===== config.mk =====
export PLATFORM = sky130hd
export DESIGN_NAME = simple_uart_tx_fifo
export DESIGN_NICKNAME = d
export VERILOG_FILES = /design/src/rtl/simple_uart_tx_fifo.sv
export SDC_FILE = /design/constraint.sdc
export NUM_CORES = 1
export LEC_CHECK = 0
export CAP_MARGIN = 20
export CORE_ASPECT_RATIO = 1.5
export CORE_MARGIN = 2
export CORE_UTILIZATION = 60
export CTS_CLUSTER_DIAMETER = 50
export DETAILED_ROUTE_END_ITERATION = 10
export PLACE_DENSITY = 0.83
export SLEW_MARGIN = 30
export SYNTH_ARGS = -nofsm -noshare
export SYNTH_HDL_FRONTEND = slang
export SYNTH_SLANG_ARGS = --single-unit

===== constraint.sdc =====
create_clock -name clock -period 3.3 [get_ports clock]
set_clock_uncertainty 0.2 [all_clocks]
set_input_delay 0.66 -clock clock [delete_from_list [all_inputs] [get_ports clock]]
set_output_delay 0.66 -clock clock [all_outputs]
set_load 0.005 [all_outputs]

===== src/rtl/simple_uart_tx_fifo.sv =====
// Byte FIFO feeding a UART transmitter: circular buffer plus a three-state
// hand-off FSM that presents one byte, strobes it, and waits for stop-bit done.
//
// state        | meaning
// -------------+----------------------------------------------------------
// ST_IDLE      | no byte in flight; pops the head byte when FIFO not empty
// ST_WRITE     | tx_value_write high for exactly this cycle
// ST_WAIT_DONE | byte handed over; waiting for tx_value_done from the UART
module simple_uart_tx_fifo #(
   parameter int DEPTH_LOG2 = 4
) (
   input  logic                  clock,
   input  logic                  srst,
   input  logic [7:0]            wr_data,
   input  logic                  wr_en,
   output logic                  full,
   output logic                  empty,
   output logic [DEPTH_LOG2:0]   level,
   output logic                  overflow,
   output logic [7:0]            tx_value,
   output logic                  tx_value_write,
   input  logic                  tx_value_done
);

   localparam int DEPTH = 2 ** DEPTH_LOG2;
   localparam logic [DEPTH_LOG2:0]   LVL_FULL = DEPTH;
   localparam logic [DEPTH_LOG2:0]   LVL_ONE  = 1;
   localparam logic [DEPTH_LOG2-1:0] PTR_ONE  = 1;

   typedef enum logic [1:0] {
      ST_IDLE,
      ST_WRITE,
      ST_WAIT_DONE
   } state_t;

   state_t                state_q, state_d;
   logic [7:0]            mem_q [DEPTH];
   logic [DEPTH_LOG2-1:0] wr_ptr_q, wr_ptr_d;
   logic [DEPTH_LOG2-1:0] rd_ptr_q, rd_ptr_d;
   logic [DEPTH_LOG2:0]   level_q, level_d;
   logic                  overflow_q, overflow_d;
   logic [7:0]            tx_value_q, tx_value_d;
   logic                  push;
   logic                  pop;

   assign full           = (level_q == LVL_FULL);
   assign empty          = (level_q == '0);
   assign level          = level_q;
   assign overflow       = overflow_q;
   assign tx_value       = tx_value_q;

   // A full FIFO refuses writes even when the FSM frees a slot this cycle.
   assign push       = wr_en & ~full;
   assign overflow_d = wr_en & full;

   always_comb begin
      state_d        = state_q;
      pop            = 1'b0;
      tx_value_d     = tx_value_q;
      tx_value_write = 1'b0;
      case (state_q)
         ST_IDLE: begin
            if (!empty) begin
               pop        = 1'b1;
               tx_value_d = mem_q[rd_ptr_q];
               state_d    = ST_WRITE;
            end
         end
         ST_WRITE: begin
            tx_value_write = 1'b1;
            state_d        = ST_WAIT_DONE;
         end
         ST_WAIT_DONE: begin
            if (tx_value_done) begin
               state_d = ST_IDLE;
            end
         end
         default: state_d = ST_IDLE;
      endcase
   end

   always_comb begin
      wr_ptr_d = wr_ptr_q;
      rd_ptr_d = rd_ptr_q;
      level_d  = level_q;
      if (push) begin
         wr_ptr_d = wr_ptr_q + PTR_ONE;
      end
      if (pop) begin
         rd_ptr_d = rd_ptr_q + PTR_ONE;
      end
      case ({push, pop})
         2'b10:   level_d = level_q + LVL_ONE;
         2'b01:   level_d = level_q - LVL_ONE;
         default: level_d = level_q;
      endcase
   end

   always_ff @(posedge clock) begin
      if (srst) begin
         state_q    <= ST_IDLE;
         wr_ptr_q   <= '0;
         rd_ptr_q   <= '0;
         level_q    <= '0;
         overflow_q <= 1'b0;
         tx_value_q <= 8'h00;
      end else begin
         state_q    <= state_d;
         wr_ptr_q   <= wr_ptr_d;
         rd_ptr_q   <= rd_ptr_d;
         level_q    <= level_d;
         overflow_q <= overflow_d;
         tx_value_q <= tx_value_d;
      end
   end

   always_ff @(posedge clock) begin
      if (push && !srst) begin
         mem_q[wr_ptr_q] <= wr_data;
      end
   end

endmodule


**Yosys cells after proc, flatten, opt, wreduce, memory -nomap -nowiden**

Memories as Yosys holds them, arrays and structs flattened. A register that Yosys moved wholly into a read port is not among the register bits.
Cells that the tools add are included.

- Bits in registers: 16
- Bits in writable memories: 128
- Output and inout bits: 17
- Memories kept: 1

Memories:

| name | words | bits a word | read ports | clocked after memory_dff | write ports | line | RTL |
|---|---|---|---|---|---|---|---|
| mem_q | 16 | 8 | 1 | 1 | 1 | 37 | `logic [7:0] mem_q [DEPTH];` |

- Add/sub/neg operators: 4
- Equal/unequal tests: 7
- Mux-type cells: 9
- Bitwise gates (word level): 4
- Reductions and logical operators: 7

Operators by type and width:

| cell | count |
|---|---|
| 5-bit one-hot mux with 2 select lines | 1 |
| 4-bit by 1-bit adder with 4-bit output, second input constant | 2 |
| 2-bit one-hot mux with 3 select lines | 1 |
| 5-bit by 1-bit adder with 5-bit output, second input constant | 1 |
| 5-bit == test, second input constant | 1 |
| 5-bit zero test | 1 |
| 1-bit 2-to-1 mux | 5 |
| 5-bit by 1-bit subtractor with 5-bit output, second input constant | 1 |
| 2-bit by 1-bit == test with 1-bit output, second input constant | 2 |
| 2-bit == test, second input constant | 2 |
| 2-bit 2-to-1 mux | 2 |
| 2-bit inequality test, second input constant | 2 |
| 2-bit AND reduction | 2 |
| 1-bit AND | 2 |
| 2-bit zero test | 1 |
| 1-bit inverter | 2 |
| 2-bit nonzero test | 1 |
| 1-bit logical AND | 1 |
| 1-bit zero test | 1 |

**Depth between registers and ports, before layout**

- Depth after elaboration: 6
- Mapped depth: 10
- Mapped depth without buffers: 9

**Worst setup path before layout**

No wires, ideal clock.

- Kind: reg-to-reg
- From: register level_q[0], in the netlist level[0]
- To: register level_q[4], in the netlist level[4]
- Arrival: 2647 ps
- Data required time: 2979 ps
- Path slack: 332 ps
- Stages on the path, launching flop included: 10
- Path buffers: 1
- Period minus slack after synthesis: 2968 ps
- Path through: dfxtp_1 -> nor4_4 -> a21boi_0 -> clkbuf_1 -> ha_1 -> fa_1 -> a21o_1 -> a21oi_1 -> mux2i_1 -> mux2_2

- Longest elaborated chain between the ends: 5

RTL lines:

| item | line | RTL |
|---|---|---|
| from (decl) | 40 | `logic [DEPTH_LOG2:0] level_q, level_d;` |
| from (signal assigned) | 111 | `level_q <= level_d;` |
| 5-bit zero test (*) | 47 | `assign empty = (level_q == '0);` |
| 1-bit 2-to-1 mux (*) | 63 | `if (!empty) begin` |
| 1-bit 2-to-1 mux (*) | 61 | `case (state_q)` |
| net pop | 44 | `logic pop;` |
| 2-bit by 1-bit == test with 1-bit output or 2-bit == test (tied branches) | 92 | `case ({push, pop})` |
| 5-bit one-hot mux with 2 select lines or 2-bit nonzero test (tied branches) | - |  |

The timed path passes the listed nets; every way through them passes the cells marked *.
A chain may end at the register's enable or synchronous reset.

**Final worst setup path**

- From: register level_q[0], in the netlist level[0]
- To: output empty

- Longest elaborated chain between the ends: 1

RTL lines:

| item | line | RTL |
|---|---|---|
| 5-bit zero test | 47 |  |
| to (decl) | 17 | `output logic empty,` |

Every way passes these cells.

==> metrics.md <==
| Metric | Value |
|---|---|
| Worst setup margin | around 0.35 ns |
| Leakage | roughly 2.3 nW |
| DRT Wirelength | 11,800 µm |
| Slew HR | 58.26% |
| Clk Tree Root Cell | clkbuf_16 |
| Place WS | -0.06259 ns |
| Final worst path period share | just under 90% |
| Die X | 86.55 µm |
| RSZ-0062 raised after global routing | false |
| Grt total ovfl | 0 |
| Drt first-iter violations | 275 |
| Hold slack | 0.2999 ns |
| Global-route wire length before repair | 18,420 µm |
| Crit. End Element | primary output |
| Drt wl/cell | between 20 and 25 µm |
| Worst VDD drop | 0.0005793 V |
| CTS Buffer Depth | 2 |
| Final Max Tran Viols | 0 |
| Cell Area, Synth | 6133 µm² |
| Detailed Place HPWL | around 7900 µm |
| Gr usage total | 23.07% |
| Area after DPL | roughly 6600 µm² |
| Layout area overhead | 16.95% |
| Fillers | 612 |
| Power Density | 717.3 nW/µm² |
| Worst slew pin tran | 0.6241 ns |
| Vias per inst | 6.031 |
| Startpoint type of the worst setup path | register |
| Final Setup Violations | 0 |
| Hold-fix buffers, CTS | 0 |
| CP Data Arrival Time | 2.09 ns |
| Initial Util | 61.20% |
| Crit path kind | register to primary output |
| Final net count | 470 |
| Antenna Cells | 0 |
| Max-Cap Viols | 0 |
| Most common cell after layout, fill and taps aside | edfxtp_1 |
| Row count | 45 |
| Io pins | 29 |
| Final Hold Viols | 0 |
| Placer Congestion | about 0.79 |
| Initial antenna violation count | 0 |
| Post-synth EDFFs | 128 |
| Largest net degree at the start of global routing | 31 |
| Sequential cell area | about 4300 µm² |
| Share of cells above drive strength 1 | 12.15% |
| Number of global-route vias before repair | 3,496 |
| F_max | 339.0 MHz |
| Via count | roughly 3,500 |
| Synth Flop Type | edfxtp_1 |
| Clock Sink Count | 152 |
| Cts repair resizes | 0 |
| Ys Warns | 0 |
| Synth async-reset ratio | 0% |
| Syn avg cell area | 15.33 µm² |
| Placeable Area | between 10,000 and 15,000 µm² |
| Yosys cell types | 36 |
| Hold Crit Class | register to register |
| Post-Syn Nets | 422 |
| Drt drc | 0 |
| Buffers on Ports | 28 |
| TritonCTS clock tree | built |
| Critical path data required time | 2.44 ns |
| Synth Register Bits | approximately 150 |
| Clock Latency Late Sink | 0.41 ns |
| Post-CTS Setup Bufs | 0 |
| Tmin final | just under 3 ns |
| Worst-path clk slew | 0.05 ns |
| H-tree depth | 4 |
| Die area | 11,060 µm² |
| TritonCTS Buffers | 17 |
| Post-route ant nets | 0 |
| Post-Synthesis Cells | 400 |
| Area of the multi-input gates | 1648 µm² |
| Most frequent cells in the layout | 128 x edfxtp_1, 68 x mux2i_1, 39 x nor2_1 |
| DRT Pass-1 Iters | 6 |
| Peak fanout along the critical path | 6 |
| DIE HEIGHT | 127.8 µm |
| Setup TNS | 0 ns |
| Cell area after layout | between 7000 and 8000 µm² |
| Status | finished, final reports clean |
| Post-synthesis sequential area ratio | 70.50% |
## area by class of cell
type / instances / area share, %
Tap cell: 117 / 2.041
Sequential cell: 152 / 60.33
Multi-Input combinational cell: 218 / 22.97
Timing Repair Buffer: 53 / 6.524
Inverter: 6 / 0.3140
Clock inverter: 9 / 1.430
Clock buffer: 23 / 6.384
## routing by layer
layer | vias to the layer above | track usage [%] | share of wire (%)
met2 | 120 | 40.32 | 55
met1 | 1712 | 27.01 | 38
li1 | 1628 | - | -
met3 | 26 | 5.087 | 4.2
met5 | - | 0 | 0
met4 | 0 | 10.11 | 2.3
## cells by family after synthesis
family,after synthesis,synth area share (%)
flip-flops,152,70.50
AND/OR/NAND/NOR,76,6.243
multiplexers,69,11.28
AO/OA/AOI/OAI,54,5.834
buffers and inverters,30,2.693
adder cells (fa/ha/maj),10,2.162
XOR/XNOR,9,1.285
## worst max-delay path: stages (launching register included)
cell,delay [ns]
dfxtp_1,0.40
or4_1,0.65
nor2_1,0.12
clkdlybuf4s50_1,0.51
## synthesized netlist by cell type, types with 5 or more instances
| master | number | area, µm² |
|---|---|---|
| a211oi_1 | 9 | 67.56 |
| inv_1 | 6 | 22.52 |
| nor4_1 | 8 | 50.05 |
| dfxtp_1 | 24 | 480.5 |
| buf_4 | 5 | 37.54 |
| mux2i_1 | 68 | 680.7 |
| a21oi_1 | 5 | 25.02 |
| clkbuf_1 | 5 | 18.77 |
| ha_1 | 9 | 112.6 |
| xor2_1 | 5 | 43.79 |
| nor3_1 | 5 | 25.02 |
| edfxtp_1 | 128 | 3844 |
| o22ai_1 | 32 | 200.2 |
| buf_2 | 6 | 30.03 |
| nor2_1 | 39 | 146.4 |
| nand2_1 | 6 | 22.52 |
## path summary, 6_finish.rpt
kind                             from                        to  slack, ns  cells past startpoint
min          tx_value[1]$_SDFFE_PP0P_  tx_value[1]$_SDFFE_PP0P_       0.30                      2
max             level[0]$_SDFFE_PP0P_                     empty       0.35                      3
max reg2reg     level[0]$_SDFFE_PP0P_     level[4]$_SDFFE_PP0P_       0.40                      8
min reg2reg  tx_value[1]$_SDFFE_PP0P_  tx_value[1]$_SDFFE_PP0P_       0.30                      2
## sequential cells by signal (all words and copies together), names as in the netlist
name / count
mem_q: 128
wr_ptr_q: 4
overflow: 1
level: 5
tx_value: 8
rd_ptr_q: 4
state_q: 2
## power breakdown
part           leakage, nW  switching (W)  internal [W]
Clock                0.269       0.000692       0.00113
Combinational        0.729       0.000545      0.000469
Sequential            1.35       0.000125       0.00219
Total                 2.35        0.00136       0.00378
## per-stage QoR
step / instances / utilization [%] / total power [W]
2_1_floorplan: 400 / - / 0.002974
3_3_place_gp: 546 / 65.98 / 0.003300
3_5_place_dp: 546 / 65.98 / 0.003350
4_1_cts: 578 / 71.57 / 0.005166
5_1_grt: 578 / 71.57 / 0.005356
6_report: 578 / 71.57 / 0.005145
(Power assumes the default switching activity.)
